$ cat src/rtl/noc_local_inject_if.sv
// Bundle of the local word stream and the router local-port flit/credit
// signals. The injector uses the slave view, the local source plus the
// router side use the master view.
interface noc_local_inject_if;
    logic        S_VALID;
    logic        S_READY;
    logic [31:0] S_DATA;
    logic        S_LAST;
    logic [3:0]  S_DST;
    logic        S_VCH;
    logic [34:0] ODATA;
    logic        OVALID;
    logic        OVCH;
    logic [1:0]  IACK;
    logic [1:0]  ILCK;

    modport slave (
        input  S_VALID, S_DATA, S_LAST, S_DST, S_VCH, IACK, ILCK,
        output S_READY, ODATA, OVALID, OVCH
    );

    modport master (
        output S_VALID, S_DATA, S_LAST, S_DST, S_VCH, IACK, ILCK,
        input  S_READY, ODATA, OVALID, OVCH
    );
endinterface

$ cat src/rtl/noc_local_inject.sv
// Local-port packet injector: buffers payload words in a small FIFO, wraps
// each packet as head + body/tail flits, and meters flits into the router
// with one credit counter per virtual channel.
module noc_local_inject #(
    parameter int CREDITS    = 4,
    parameter int FIFO_DEPTH = 4
) (
    input  logic              clk,
    input  logic              RST,
    input  logic [1:0]        MY_XPOS,
    input  logic [1:0]        MY_YPOS,
    noc_local_inject_if.slave lif,
    output logic              CREDIT_ERR,
    output logic              BUSY
);
    localparam int AW = (FIFO_DEPTH > 1) ? $clog2(FIFO_DEPTH) : 1;
    localparam int CW = $clog2(CREDITS + 1);
    localparam logic [CW-1:0] CRED_MAX = CW'(CREDITS);
    localparam int EW = 38;   // {last, vch, dst[3:0], data[31:0]}

    typedef enum logic [1:0] {
        IDLE = 2'd0,
        HEAD = 2'd1,
        BODY = 2'd2
    } state_t;

    state_t        state_q, state_d;
    logic [3:0]    pkt_dst_q, pkt_dst_d;
    logic          pkt_vc_q, pkt_vc_d;
    logic [34:0]   odata_q, odata_d;
    logic          ovalid_q, ovalid_d;
    logic          ovch_q, ovch_d;
    logic [CW-1:0] credit_q [2];
    logic [CW-1:0] credit_d [2];
    logic          err_q, err_d;
    logic [AW:0]   wr_ptr_q, wr_ptr_d;
    logic [AW:0]   rd_ptr_q, rd_ptr_d;
    logic [EW-1:0] mem [FIFO_DEPTH];

    logic          fifo_empty;
    logic          fifo_full;
    logic          push;
    logic          pop;
    logic          send;
    logic [EW-1:0] front;
    logic          front_last;
    logic          front_vch;
    logic [3:0]    front_dst;
    logic [31:0]   front_data;
    logic          cur_has_credit;

    assign fifo_empty = (wr_ptr_q == rd_ptr_q);
    assign fifo_full  = (wr_ptr_q[AW] != rd_ptr_q[AW]) &&
                        (wr_ptr_q[AW-1:0] == rd_ptr_q[AW-1:0]);
    // No pop bypass: a full FIFO refuses the word even if it pops this cycle.
    assign push       = lif.S_VALID && !fifo_full;

    assign front      = mem[rd_ptr_q[AW-1:0]];
    assign front_last = front[37];
    assign front_vch  = front[36];
    assign front_dst  = front[35:32];
    assign front_data = front[31:0];

    assign cur_has_credit = (credit_q[pkt_vc_q] != '0);

    assign lif.S_READY = !fifo_full;
    assign lif.ODATA   = odata_q;
    assign lif.OVALID  = ovalid_q;
    assign lif.OVCH    = ovch_q;
    assign CREDIT_ERR  = err_q;
    assign BUSY        = (state_q != IDLE) || !fifo_empty;

    // Packet framing: pick up the next packet, gate head on credit+lock,
    // then drain words while credit lasts until the tail word goes out.
    always_comb begin
        state_d   = state_q;
        pkt_dst_d = pkt_dst_q;
        pkt_vc_d  = pkt_vc_q;
        odata_d   = odata_q;
        ovalid_d  = 1'b0;
        ovch_d    = ovch_q;
        pop       = 1'b0;
        send      = 1'b0;
        case (state_q)
            IDLE: begin
                if (!fifo_empty) begin
                    pkt_dst_d = front_dst;
                    pkt_vc_d  = front_vch;
                    state_d   = HEAD;
                end
            end
            HEAD: begin
                if (cur_has_credit && !lif.ILCK[pkt_vc_q]) begin
                    send     = 1'b1;
                    ovalid_d = 1'b1;
                    ovch_d   = pkt_vc_q;
                    odata_d  = {2'b01, 1'b0, pkt_dst_q, MY_XPOS, MY_YPOS, 24'h0};
                    state_d  = BODY;
                end
            end
            BODY: begin
                // The VC lock only guards packet start; once the head is out
                // the VC belongs to this packet.
                if (!fifo_empty && cur_has_credit) begin
                    pop      = 1'b1;
                    send     = 1'b1;
                    ovalid_d = 1'b1;
                    ovch_d   = pkt_vc_q;
                    odata_d  = {(front_last ? 2'b10 : 2'b00), 1'b0, front_data};
                    if (front_last) begin
                        state_d = IDLE;
                    end
                end
            end
            default: state_d = IDLE;
        endcase
    end

    // Per-VC credit accounting; a return with nothing outstanding is flagged.
    always_comb begin
        err_d = err_q;
        for (int v = 0; v < 2; v++) begin
            credit_d[v] = credit_q[v];
            if (send && (pkt_vc_q == 1'(v)) && !lif.IACK[v]) begin
                credit_d[v] = credit_q[v] - CW'(1);
            end else if (lif.IACK[v] && !(send && (pkt_vc_q == 1'(v)))) begin
                if (credit_q[v] == CRED_MAX) begin
                    err_d = 1'b1;
                end else begin
                    credit_d[v] = credit_q[v] + CW'(1);
                end
            end
        end
    end

    // FIFO pointer advance.
    always_comb begin
        wr_ptr_d = wr_ptr_q + (push ? (AW+1)'(1) : '0);
        rd_ptr_d = rd_ptr_q + (pop  ? (AW+1)'(1) : '0);
    end

    // FIFO storage; contents are don't-care until written, so no reset.
    always_ff @(posedge clk) begin
        if (push) begin
            mem[wr_ptr_q[AW-1:0]] <= {lif.S_LAST, lif.S_VCH, lif.S_DST, lif.S_DATA};
        end
    end

    // All control state and registered flit outputs.
    always_ff @(posedge clk or posedge RST) begin
        if (RST) begin
            state_q   <= IDLE;
            pkt_dst_q <= '0;
            pkt_vc_q  <= 1'b0;
            odata_q   <= '0;
            ovalid_q  <= 1'b0;
            ovch_q    <= 1'b0;
            err_q     <= 1'b0;
            wr_ptr_q  <= '0;
            rd_ptr_q  <= '0;
            for (int v = 0; v < 2; v++) begin
                credit_q[v] <= CRED_MAX;
            end
        end else begin
            state_q   <= state_d;
            pkt_dst_q <= pkt_dst_d;
            pkt_vc_q  <= pkt_vc_d;
            odata_q   <= odata_d;
            ovalid_q  <= ovalid_d;
            ovch_q    <= ovch_d;
            err_q     <= err_d;
            wr_ptr_q  <= wr_ptr_d;
            rd_ptr_q  <= rd_ptr_d;
            for (int v = 0; v < 2; v++) begin
                credit_q[v] <= credit_d[v];
            end
        end
    end
endmodule

$ cat src/flat_wrapper.sv
// flat-port wrapper written by rule: the top's interface ports become plain ports
module noc_local_inject_flat 
#(
    parameter int CREDITS    = 4,
    parameter int FIFO_DEPTH = 4
)
  (clk, RST, MY_XPOS, MY_YPOS, CREDIT_ERR, BUSY, lif_S_VALID, lif_S_DATA, lif_S_LAST, lif_S_DST, lif_S_VCH, lif_IACK, lif_ILCK, lif_S_READY, lif_ODATA, lif_OVALID, lif_OVCH);
  noc_local_inject_if lif_i ();
  input  logic clk;
  input  logic RST;
  input  logic [1:0] MY_XPOS;
  input  logic [1:0] MY_YPOS;
  output logic CREDIT_ERR;
  output logic BUSY;
  input wire logic [$bits(lif_i.S_VALID)-1:0] lif_S_VALID;
  input wire logic [$bits(lif_i.S_DATA)-1:0] lif_S_DATA;
  input wire logic [$bits(lif_i.S_LAST)-1:0] lif_S_LAST;
  input wire logic [$bits(lif_i.S_DST)-1:0] lif_S_DST;
  input wire logic [$bits(lif_i.S_VCH)-1:0] lif_S_VCH;
  input wire logic [$bits(lif_i.IACK)-1:0] lif_IACK;
  input wire logic [$bits(lif_i.ILCK)-1:0] lif_ILCK;
  output wire logic [$bits(lif_i.S_READY)-1:0] lif_S_READY;
  output wire logic [$bits(lif_i.ODATA)-1:0] lif_ODATA;
  output wire logic [$bits(lif_i.OVALID)-1:0] lif_OVALID;
  output wire logic [$bits(lif_i.OVCH)-1:0] lif_OVCH;
  assign lif_i.S_VALID = lif_S_VALID;
  assign lif_i.S_DATA = lif_S_DATA;
  assign lif_i.S_LAST = lif_S_LAST;
  assign lif_i.S_DST = lif_S_DST;
  assign lif_i.S_VCH = lif_S_VCH;
  assign lif_i.IACK = lif_IACK;
  assign lif_i.ILCK = lif_ILCK;
  assign lif_S_READY = lif_i.S_READY;
  assign lif_ODATA = lif_i.ODATA;
  assign lif_OVALID = lif_i.OVALID;
  assign lif_OVCH = lif_i.OVCH;
  noc_local_inject #(.CREDITS(CREDITS), .FIFO_DEPTH(FIFO_DEPTH)) u_core (.clk(clk), .RST(RST), .MY_XPOS(MY_XPOS), .MY_YPOS(MY_YPOS), .lif(lif_i), .CREDIT_ERR(CREDIT_ERR), .BUSY(BUSY));
endmodule
$ cat config.mk
export PLATFORM = sky130hd
export DESIGN_NAME = noc_local_inject_flat
export DESIGN_NICKNAME = d
export VERILOG_FILES = /design/src/rtl/noc_local_inject_if.sv /design/src/rtl/noc_local_inject.sv /design/src/flat_wrapper.sv
export SDC_FILE = /design/constraint.sdc
export NUM_CORES = 1
export LEC_CHECK = 0
export BUFFER_PORTS_ARGS = -buffer_cell sky130_fd_sc_hd__clkbuf_2
export CORE_MARGIN = 2
export CORE_UTILIZATION = 58
export DETAILED_ROUTE_END_ITERATION = 12
export PLACE_DENSITY = 0.79
export SLEW_MARGIN = 20
export SYNTH_ARGS = -nofsm -noshare
export SYNTH_HDL_FRONTEND = slang
export SYNTH_SLANG_ARGS = --single-unit
export TNS_END_PERCENT = 5
$ cat constraint.sdc
create_clock -name clk -period 5.5 [get_ports clk]
set_clock_uncertainty 0.2 [all_clocks]
set_input_delay 0.275 -clock clk [delete_from_list [all_inputs] [get_ports clk]]
set_output_delay 0.275 -clock clk [all_outputs]
set_load 0.01 [all_outputs]
==> results.json, run 1 <==
{
  "holdPathEnd": "u_core.CREDIT_ERR$_DFF_PP0_",
  "synth.area.top_cells": "edfxtp_1 (56%), dfrtp_1 (17%), mux4_2 (10%), nand2_1 (3.0%), o21ai_0 (2.1%)",
  "final_util": 0.7148,
  "num_antenna_cells": 0,
  "fin_tns_setup_ns": 0,
  "drt_wl_total_um": 15440,
  "place_ws_ns": 2.127,
  "io-pin-count": 89,
  "dpl.hpwl_um": 8572,
  "overflow": 0,
  "yosys.area.top_type": "edfxtp_1",
  "avgSynthCellArea_um2": 17.54,
  "drtIter0Drc": 277,
  "rsz0062_at_grt": "false",
  "p_per_area_nw_per_um2": 537.3,
  "timing.rr.end": "u_core.credit_q[2]$_DFFE_PP1P_",
  "cts_inserted_buffers": 21,
  "critPathLaunchType": "register",
  "cts_tree": "built",
  "max-cap-violations": 0,
  "synth_seq_cells": 208,
  "ys_warn_count": 0,
  "grt_max_degree": 70,
  "cts_sinks": 208,
  "final_nets": 669,
  "syn2layout_area_growth_pct": 20.69,
  "post_cts_resized": 0,
  "layout-drive-gt1-share": 0.3032,
  "synth.yosys.seq_area_share": 0.7288,
  "h-tree-depth": 1,
  "cts_root_buf": "clkbuf_16",
  "synth_edf_count": 152,
  "cp.required_ns": 5.70,
  "n_fill_cell": 867,
  "r2r_slack_ns": 1.93,
  "synth_area_um2": 8189,
  "drt_pre_antenna_iters": 4,
  "layout_setup_ws_ns": 1.929,
  "power_w": 0.005310,
  "initial_core_util": 0.5923,
  "std_cell_rows": 43,
  "critPathKind": "register to register",
  "clkTransAtPathRegs_ns": 0.06,
  "syn_nets": 530,
  "gp_congestion": 0.7773,
  "async_reset_ff_frac": 0.2692,
  "layout.area.seq_um2": 5971,
  "synth.distinct_cells": 43,
  "synth_cells": 467,
  "die_area_um2": 15090,
  "hold_violations": 0,
  "arrival_ns": 3.77,
  "tightestPinTransition_ns": 0.9845,
  "post-synth-top-area-fraction": 0.5574,
  "multiInputGateArea_um2": 2067,
  "fin_crit_sh": 0.6493,
  "status": "finished clean",
  "ctsLongestPathBuffers": 3,
  "grt_pass1_wl_um": 24830,
  "relSlewSlack": 0.3437,
  "fmax_mhz": 280.0,
  "hold_path_depth": 4,
  "drc_errors": 0,
  "design.core.area_um2": 13830,
  "ant_nets": 0,
  "ctsHoldBuffers": 43,
  "wl_per_cell_um": 19.31,
  "cp-end-kind": "register",
  "grt.total_usage": 0.2176,
  "setup_viol": 0,
  "min_period_ns": 3.571,
  "io_buffers": 87,
  "hold_start": "lif_IACK[1]",
  "leakage_nw": 3.748,
  "design_area_um2": 9883,
  "die_w_um": 122.8,
  "ff2ff_path_depth": 13,
  "grt_pass1_vias": 4758,
  "ir_worst_vdd_uv": 401.6,
  "clk_latency_ns": 0.50,
  "hold_class": "input pin to register",
  "dr_total_vias": 4463,
  "die_h_um": 122.8,
  "antenna_found_initial": 0,
  "viasPerCell": 5.579,
  "place_area_um2": 8807,
  "slew_violations": 0,
  "cts_setup_buffers": 0,
  "r2r_start": "u_core.state_q[0]$_DFFE_PP0P_",
  "path_max_fanout": 39,
  "synth_flop_cell": "edfxtp_1"
}
## sequential cells by signal (all words and copies together), names as in the netlist
name / flops
u_core.CREDIT_ERR: 1
u_core.credit_q: 6
u_core.lif.ODATA: 34
u_core.lif.OVALID: 1
u_core.lif.OVCH: 1
u_core.mem: 152
u_core.pkt_dst_q: 4
u_core.pkt_vc_q: 1
u_core.rd_ptr_q: 3
u_core.state_q: 2
u_core.wr_ptr_q: 3
## layout make-up
cell class                      instances  share of cell area
Inverter                               15            0.005697
Clock inverter                         12            0.009621
Sequential cell                       208              0.6041
Timing Repair Buffer                  137             0.09292
Clock buffer                           25             0.05570
Tap cell                              180             0.02279
Multi-Input combinational cell        223              0.2091
## critical path, stage by stage (launching register included)
cell	delay [ns]
dfrtp_1	0.40
inv_1	0.11
ha_2	0.17
buf_4	0.44
a21oi_1	0.14
nor2_1	0.28
and2_1	0.18
ha_1	0.24
inv_1	0.12
fa_1	0.48
nor3_1	0.23
a21oi_1	0.10
o21ai_0	0.26
o31ai_1	0.13
## how the worst max path moves through the flow
stage	startpoint	to	slack [ns]	cells after the start
floorplan	u_core.rd_ptr_q[2]$_DFF_PP0_	u_core.mem[1][0]$_DFFE_PP_	1.06	4
global placement	u_core.state_q[0]$_DFFE_PP0P_	u_core.credit_q[5]$_DFFE_PP1P_	2.32	13
detailed placement	u_core.state_q[0]$_DFFE_PP0P_	u_core.credit_q[5]$_DFFE_PP1P_	2.13	13
CTS	u_core.state_q[0]$_DFFE_PP0P_	u_core.credit_q[2]$_DFFE_PP1P_	2.05	13
global route	u_core.state_q[0]$_DFFE_PP0P_	u_core.credit_q[2]$_DFFE_PP1P_	1.78	13
finish	u_core.state_q[0]$_DFFE_PP0P_	u_core.credit_q[2]$_DFFE_PP1P_	1.93	13
## power by group
group	switching, W	internal (W)
clock	0.000562	0.000765
combinational	0.000965	0.000696
sequential	0.000184	0.00214
total	0.00171	0.00360
## cells in the final DEF, fill, tap and decap left out, types with 4 or more instances in the layout
master	instances
edfxtp_1	152
clkbuf_2	87
nand2_1	66
dfrtp_1	52
dlygate4sd3_1	43
mux4_2	38
o21ai_0	35
clkbuf_16	21
inv_1	14
ha_1	11
mux2i_1	9
nor2_1	7
clkinv_2	7
buf_4	7
o21ai_1	5
a21oi_1	5
mux2_2	5
xor2_1	4
## routing by layer
layer	global-route usage	routed length [um]	up-vias
li1	-	-	2050
met1	0.2910	6347	2252
met2	0.3722	7946	124
met3	0.03485	721	37
met4	0.06609	429	0
met5	0	0	-
## Yosys cell counts, types with 2 or more instances
master,instances
a31oi_1,2
o21ai_1,5
o21ai_0,35
dfstp_2,2
fa_1,2
nor3b_1,2
xor2_1,4
o31ai_1,2
buf_4,5
dfrtp_1,54
nand3_1,2
mux4_2,38
nor2b_1,2
and3_1,2
mux2_2,5
mux2_4,2
mux2i_1,9
ha_1,12
a21oi_1,5
buf_2,4
edfxtp_1,152
inv_1,15
nand2_1,66
nor3_1,3
nand4_1,2
xnor2_1,3
nor2_1,7
clkbuf_1,8
buf_6,3
## cells by family (layout without fill, tap and decap cells)
group	count (synthesis)	in the layout	share of synthesized area
flops	208	208	0.7288
simple gates	93	93	0.05378
mux	55	55	0.1274
compound gates	53	53	0.03667
buf+inv	36	189	0.02215
fa+ha+maj	14	14	0.02322
xor+xnor	7	7	0.007487
other cells	1	1	0.0004579
## metrics by stage
| stage | cells | hold slack (ns) |
|---|---|---|
| 6_report | 800 | 0.02760 |
| 5_1_grt | 800 | 0.04410 |
| 4_1_cts | 800 | 0.01552 |
| 3_5_place_dp | 720 | 0.2705 |
| 3_3_place_gp | 720 | 0.2618 |
| 2_1_floorplan | 467 | 0.1739 |
Power figures use the tool's default switching activity.
==> run 2, diff against run 1 <==
ABC_AREA = 1   (was unset)
CORE_UTILIZATION = 53   (was 58)
PLACE_DENSITY = 0.76   (was 0.79)
clock period = 2.9 ns   (was 5.5 ns; I/O delays follow)
==> run 2 against run 1 <==
Area after synthesis grew 5.9%. Combinational power grew to 2.5 times the previous value. Cell count increased by 40%. Register-to-register slack got worse by 1.7 ns. Count of clock-buffer cells in the layout is 8 higher. Setup slack worse by 1.7 ns. Final area grew 6.4%. Global-route usage shrank 0.16 points. Utilization down 5.5 points. Sequential power grew 93%. Wire length is 20% higher. Critical path type unchanged. Largest power group unchanged.
==> results.json, run 2 <==
{
  "clkTransAtPathRegs_ns": 0.06,
  "layout_common_cells": "nand2_1 (231), edfxtp_1 (152), clkbuf_2 (87)",
  "fmax_mhz": 370.2,
  "setup_viol": 0,
  "hold_class": "input pin to register",
  "drc_errors": 0,
  "std_cell_rows": 46,
  "synth.area.top_cells": "edfxtp_1 (53%), dfrtp_1 (16%), nand2_1 (10%), a21oi_1 (3.2%), nand3_1 (3.2%)",
  "cp-end-kind": "register",
  "overflow": 0,
  "synth_seq_cells": 208,
  "grt_pass1_wl_um": 29920,
  "ir_worst_vdd_uv": 605.0,
  "post-synth-top-area-fraction": 0.5261,
  "antenna_found_initial": 1,
  "io-pin-count": 89,
  "cts_tree": "built",
  "cp_slowest_cell": "dfstp_2",
  "min_period_ns": 2.701,
  "yosysMostFrequentCell": "nand2_1",
  "ys_warn_count": 0,
  "drt_pre_antenna_iters": 5,
  "place_area_um2": 9369,
  "fin_tns_setup_ns": 0,
  "ctsLongestPathBuffers": 3,
  "p_sw_w": 0.004241,
  "h-tree-depth": 1,
  "swShare": 0.3778,
  "design.core.area_um2": 15940,
  "async_reset_ff_frac": 0.2692,
  "synth_edf_count": 152,
  "pwr-share-clk": 0.229,
  "slew_violations": 0,
  "leakage_nw": 4.374,
  "top_usage_layer": "met2",
  "worstPathCellList": "inv_1, nand3_1, nand2_2, inv_2, nand2_4, o21ai_1, nand2_1, nor2_1, ha_2, inv_2, fa_2, or2_2, nand3_1, xor2_1",
  "die_h_um": 131.9,
  "grt_pass1_vias": 5907,
  "cts_inserted_buffers": 21,
  "grt.total_usage": 0.2160,
  "relSlewSlack": 0.4641,
  "viasPerCell": 5.335,
  "io_buffers": 87,
  "grt_max_degree": 77,
  "syn_nets": 815,
  "intPower_w": 0.006986,
  "clk_latency_ns": 0.50,
  "hold_violations": 0,
  "arrival_ns": 2.91,
  "layout_setup_ws_ns": 0.1988,
  "largest_reg_flops": 152,
  "drtIter0Drc": 454,
  "cp.required_ns": 3.11,
  "use_met3": 0.03576,
  "cts_sinks": 208,
  "rsz0062_at_grt": "false",
  "design_area_um2": 10510,
  "layout_commonest_cell": "nand2_1",
  "p_seq_frac": 0.398,
  "globalRouteMet2Util": 0.3675,
  "path_max_fanout": 5,
  "critPathKind": "register to register",
  "wl_per_cell_um": 16.54,
  "initial_core_util": 0.5442,
  "max-cap-violations": 0,
  "synth.distinct_cells": 32,
  "ant_nets": 0,
  "synth_cells": 752,
  "tightestPinTransition_ns": 0.8039,
  "cts_root_buf": "clkbuf_16",
  "status": "finished clean",
  "dr_total_vias": 5970,
  "die_area_um2": 17410,
  "fin_crit_sh": 0.9314,
  "met1_usage": 0.2867,
  "dpl.hpwl_um": 10640,
  "comb_power_share": 0.373,
  "critPathLaunchType": "register",
  "layout-drive-gt1-share": 0.1940,
  "synth.yosys.seq_area_share": 0.6879,
  "synth_area_um2": 8676,
  "synth_common_cells": "nand2_1 (232), edfxtp_1 (152), a21oi_1 (55), nand3_1 (55), dfrtp_1 (54)",
  "layout.cells.non_filler": 1119,
  "place_inst": 1032,
  "gp_congestion": 0.8055,
  "final_nets": 950,
  "syn2layout_area_growth_pct": 21.17,
  "yosys.area.top_type": "edfxtp_1",
  "crit_path_max_incr_delay_ns": 0.54,
  "place_ws_ns": 0.07009,
  "avgSynthCellArea_um2": 11.54,
  "drt_wl_total_um": 18510,
  "synth_flop_cell": "edfxtp_1",
  "p_per_area_nw_per_um2": 1068,
  "die_w_um": 131.9
}
[run 2: changes by cell type in the layout (fill, tap and decap cells not counted), moves of 9 or more]
cell / delta
a21oi_1: +50
buf_4: +13
mux2i_1: -9
mux4_2: -38
nand2_1: +165
nand2_2: +12
nand3_1: +53
nand4_1: +39
nor2_1: +21
o21ai_0: -25
[run 2: logic make-up (layout without fill, tap and decap cells)]
kind of cell / count (synthesis) / after routing / synth area share
buffers and inverters: 70 / 220 / 0.04254
AO/OA/AOI/OAI: 74 / 74 / 0.04500
AND/OR/NAND/NOR: 378 / 378 / 0.1930
XOR/XNOR: 7 / 7 / 0.009230
other: 1 / 2 / 0.0004322
flip-flops: 208 / 208 / 0.6879
adder cells (fa/ha/maj): 14 / 14 / 0.02192
[run 2: area by class of cell]
type,count,area [um^2]
Antenna cell,1,2.502
Clock buffer,33,600.6
Clock inverter,5,55.05
Fill cell,1179,5430
Inverter,25,93.84
Multi-Input combinational cell,474,2394
Sequential cell,208,5971
Tap cell,216,270.3
Timing Repair Buffer,157,1126
[run 2: what timing repair did]
item,CTS,global route
gates resized for setup,0,7
hold buffers,46,0
setup endpoints to repair,0,2
hold endpoints to repair,217,0
buffers inserted,0,2
[run 2: worst paths after layout]
kind | slack, ns | from | depth (start not counted) | to
max reg2reg | 0.20 | u_core.credit_q[2]$_DFFE_PP1P_ | 14 | u_core.credit_q[5]$_DFFE_PP1P_
max in group asynchronous | 1.78 | RST | 4 | u_core.rd_ptr_q[1]$_DFF_PP0_
min in group asynchronous | 0.20 | RST | 4 | u_core.state_q[0]$_DFFE_PP0P_
min | 0.05 | lif_ILCK[0] | 6 | u_core.state_q[0]$_DFFE_PP0P_
max | 0.20 | u_core.credit_q[2]$_DFFE_PP1P_ | 14 | u_core.credit_q[5]$_DFFE_PP1P_
min reg2reg | 0.27 | u_core.lif.ODATA[19]$_DFFE_PP0P_ | 2 | u_core.lif.ODATA[19]$_DFFE_PP0P_
[run 2: worst max-delay path: cells and delay by family (launching register included)]
| family | cells | cell delay [ns] |
|---|---|---|
| adder cells (fa/ha/maj) | 2 | 0.57 |
| AND/OR/NAND/NOR | 7 | 0.88 |
| flip-flops | 1 | 0.54 |
| AO/OA/AOI/OAI | 1 | 0.12 |
| buffers and inverters | 3 | 0.19 |
| XOR/XNOR | 1 | 0.15 |
[run 2: through the flow]
step	util	power [W]	hold slack [ns]
after floorplan	-	0.007392	0.04387
after global placement	0.5877	0.008459	0.1626
after detailed placement	0.5877	0.008581	0.1634
after CTS	0.6577	0.01122	0.03665
after global routing	0.6594	0.01197	0.08672
final	0.6594	0.01123	0.05324
[run 2: per-layer routing]
metal	wire (um)	up-vias
met5	0	-
met4	309	0
met3	1317	25
met2	9269	227
met1	7615	2836
li1	-	2882
[run 2: power groups by stage]
stage                     logic (W)  clock network (W)  registers (W)
after detailed placement    0.00407                  0        0.00451
after global placement      0.00398                  0        0.00448
after floorplan             0.00281                  0        0.00458
final                       0.00419            0.00257        0.00447
after CTS                   0.00417            0.00259        0.00446
after global routing        0.00470            0.00273        0.00454
==> run 3, diff against run 2 <==
==> constraint.sdc (replaced) <==
create_clock -name clk -period 2.9 [get_ports clk]
set_clock_uncertainty 0.2 [all_clocks]
set_input_delay 0.435 -clock clk [delete_from_list [all_inputs] [get_ports clk]]
set_output_delay 0.435 -clock clk [all_outputs]
set_load 0.01 [all_outputs]
==> run 3 against run 2 <==
Die area did not move. Flip-flop and latch count did not move. Wire length fell by 3.6%. Non-clock buffer count fell by 9. Maximum frequency fell by 1.6%. Critical path type unchanged. Largest cell class unchanged. Highest routed layer unchanged.
==> results.json, run 3 (synthesis gave the netlist of run 2 again) <==
{
  "hold_violations": 0,
  "status": "finished clean",
  "max-cap-violations": 0,
  "hold_ws_ns": 0.09972,
  "ctsLongestPathBuffers": 3,
  "slew_violations": 0,
  "setup_viol": 0,
  "ant_nets": 0,
  "final_nets": 941,
  "cts_inserted_buffers": 21,
  "antenna_found_initial": 1,
  "layout-drive-gt1-share": 0.1917,
  "grt_pass1_wl_um": 28940,
  "crit_family": "simple AND/OR/NAND/NOR gates",
  "path_max_fanout": 5,
  "min_period_ns": 2.744,
  "design.core.area_um2": 15940,
  "h-tree-depth": 1,
  "cts_root_buf": "clkbuf_16",
  "worst-path-buf-inv": 3,
  "grt.total_usage": 0.2079,
  "overflow": 0,
  "dpl.hpwl_um": 10700,
  "tightestPinTransition_ns": 0.8136,
  "cp-end-kind": "register",
  "cts_tree": "built",
  "leakage_nw": 4.331,
  "io_buffers": 87,
  "rsz0062_at_grt": "true",
  "layout_commonest_cell": "nand2_1",
  "grt_max_degree": 77,
  "viasPerCell": 5.271,
  "dr_total_vias": 5845,
  "cts_sinks": 208,
  "relSlewSlack": 0.4576,
  "wl_per_cell_um": 16.09,
  "critPathKind": "register to register",
  "syn2layout_area_growth_pct": 19.77,
  "cts_setup_buffers": 0,
  "die_w_um": 131.9,
  "arrival_ns": 2.97,
  "layout_common_cells": "nand2_1 (232), edfxtp_1 (152), clkbuf_2 (87)",
  "p_per_area_nw_per_um2": 1065,
  "clkTransAtPathRegs_ns": 0.06,
  "cp_slowest_cell": "dfstp_2",
  "worstPathCellList": "inv_1, nand3_1, nand2_2, inv_2, nand2_4, o21ai_1, nand2_1, nor2_2, ha_1, inv_1, fa_1, or2_2, nand3_1, xor2_1",
  "ir_worst_vdd_uv": 609.3,
  "crit_path_max_incr_delay_ns": 0.55,
  "initial_core_util": 0.5442,
  "drt_wl_total_um": 17840,
  "drtIter0Drc": 456,
  "fin_crit_sh": 0.9461,
  "cp.required_ns": 3.12,
  "die_area_um2": 17410,
  "drc_errors": 0,
  "std_cell_rows": 46,
  "hold_class": "input pin to register",
  "largest_reg_flops": 152,
  "io-pin-count": 89,
  "gp_congestion": 0.7664,
  "drt_pre_antenna_iters": 5,
  "fin_tns_setup_ns": 0,
  "critPathLaunchType": "register",
  "clk_latency_ns": 0.49,
  "grt_pass1_vias": 5601,
  "fmax_mhz": 364.5,
  "die_h_um": 131.9
}
-- run 3: worst paths after layout --
path	endpoint	from	cells past startpoint	slack (ns)
max in group asynchronous	u_core.credit_q[2]$_DFFE_PP1P_	RST	4	1.49
worst max register to register	u_core.credit_q[2]$_DFFE_PP1P_	u_core.credit_q[2]$_DFFE_PP1P_	14	0.16
min in group asynchronous	u_core.pkt_vc_q$_DFFE_PP0P_	RST	3	0.37
worst min register to register	u_core.lif.ODATA[19]$_DFFE_PP0P_	u_core.lif.ODATA[19]$_DFFE_PP0P_	2	0.27
worst min-delay path	u_core.lif.ODATA[25]$_DFFE_PP0P_	MY_YPOS[1]	5	0.1
worst max-delay path	u_core.credit_q[2]$_DFFE_PP1P_	u_core.credit_q[2]$_DFFE_PP1P_	14	0.16
-- run 3: metal layers --
layer  share of wire  GRT usage  vias up  wire, um
li1                -          -     2867         -
met1            0.43     0.2775     2775      7655
met2            0.49     0.3550      178      8781
met3           0.061    0.03422       25      1085
met4           0.018    0.05918        0       320
met5               0          0        -         0
-- run 3: where the power goes --
group / leakage (nW) / internal, W / switching, W / total, W
clock: 0.313 / 0.00149 / 0.00106 / 0.00255
sequential: 2.09 / 0.00411 / 0.000352 / 0.00447
combinational: 1.93 / 0.00130 / 0.00276 / 0.00405
-- run 3: through the flow --
stage / total power [W] / cell area (um^2) / instances / util / setup WS, ns
final: 0.01107 / 10390 / 1109 / 0.6518 / 0.1562
after detailed placement: 0.008519 / 9344 / 1032 / 0.5861 / 0.1072
after global routing: 0.01181 / 10390 / 1109 / 0.6518 / -0.004260
after CTS: 0.01112 / 10380 / 1108 / 0.6513 / 0.08569
after global placement: 0.008411 / 9344 / 1032 / 0.5861 / 0.1767
after floorplan: 0.007392 / 8696 / 752 / - / -0.2550
-- run 3: layout make-up --
type,instances,area (um^2)
clock inverters,15,120.1
flip-flops and latches,208,5971
well taps,216,270.3
fillers,1183,5552
diodes,1,2.502
repair buffers,148,1016
clock buffers,22,529.3
multi-input cells,474,2389
inverters,25,93.84
-- run 3: timing repair --
| action | in CTS | in global routing |
|---|---|---|
| hold buffers | 39 | 0 |
| hold endpoints to repair | 180 | 0 |
| resized for setup | 0 | 5 |
| endpoints found under the setup margin | 0 | 2 |
-- run 3: worst register-to-register path: cells and delay by family, from the launching register on --
family / cells / cell delay (ns)
AND/OR/NAND/NOR: 7 / 0.85
adder cells (fa/ha/maj): 2 / 0.58
flip-flops: 1 / 0.55
buffers and inverters: 3 / 0.23
XOR/XNOR: 1 / 0.15
AO/OA/AOI/OAI: 1 / 0.12
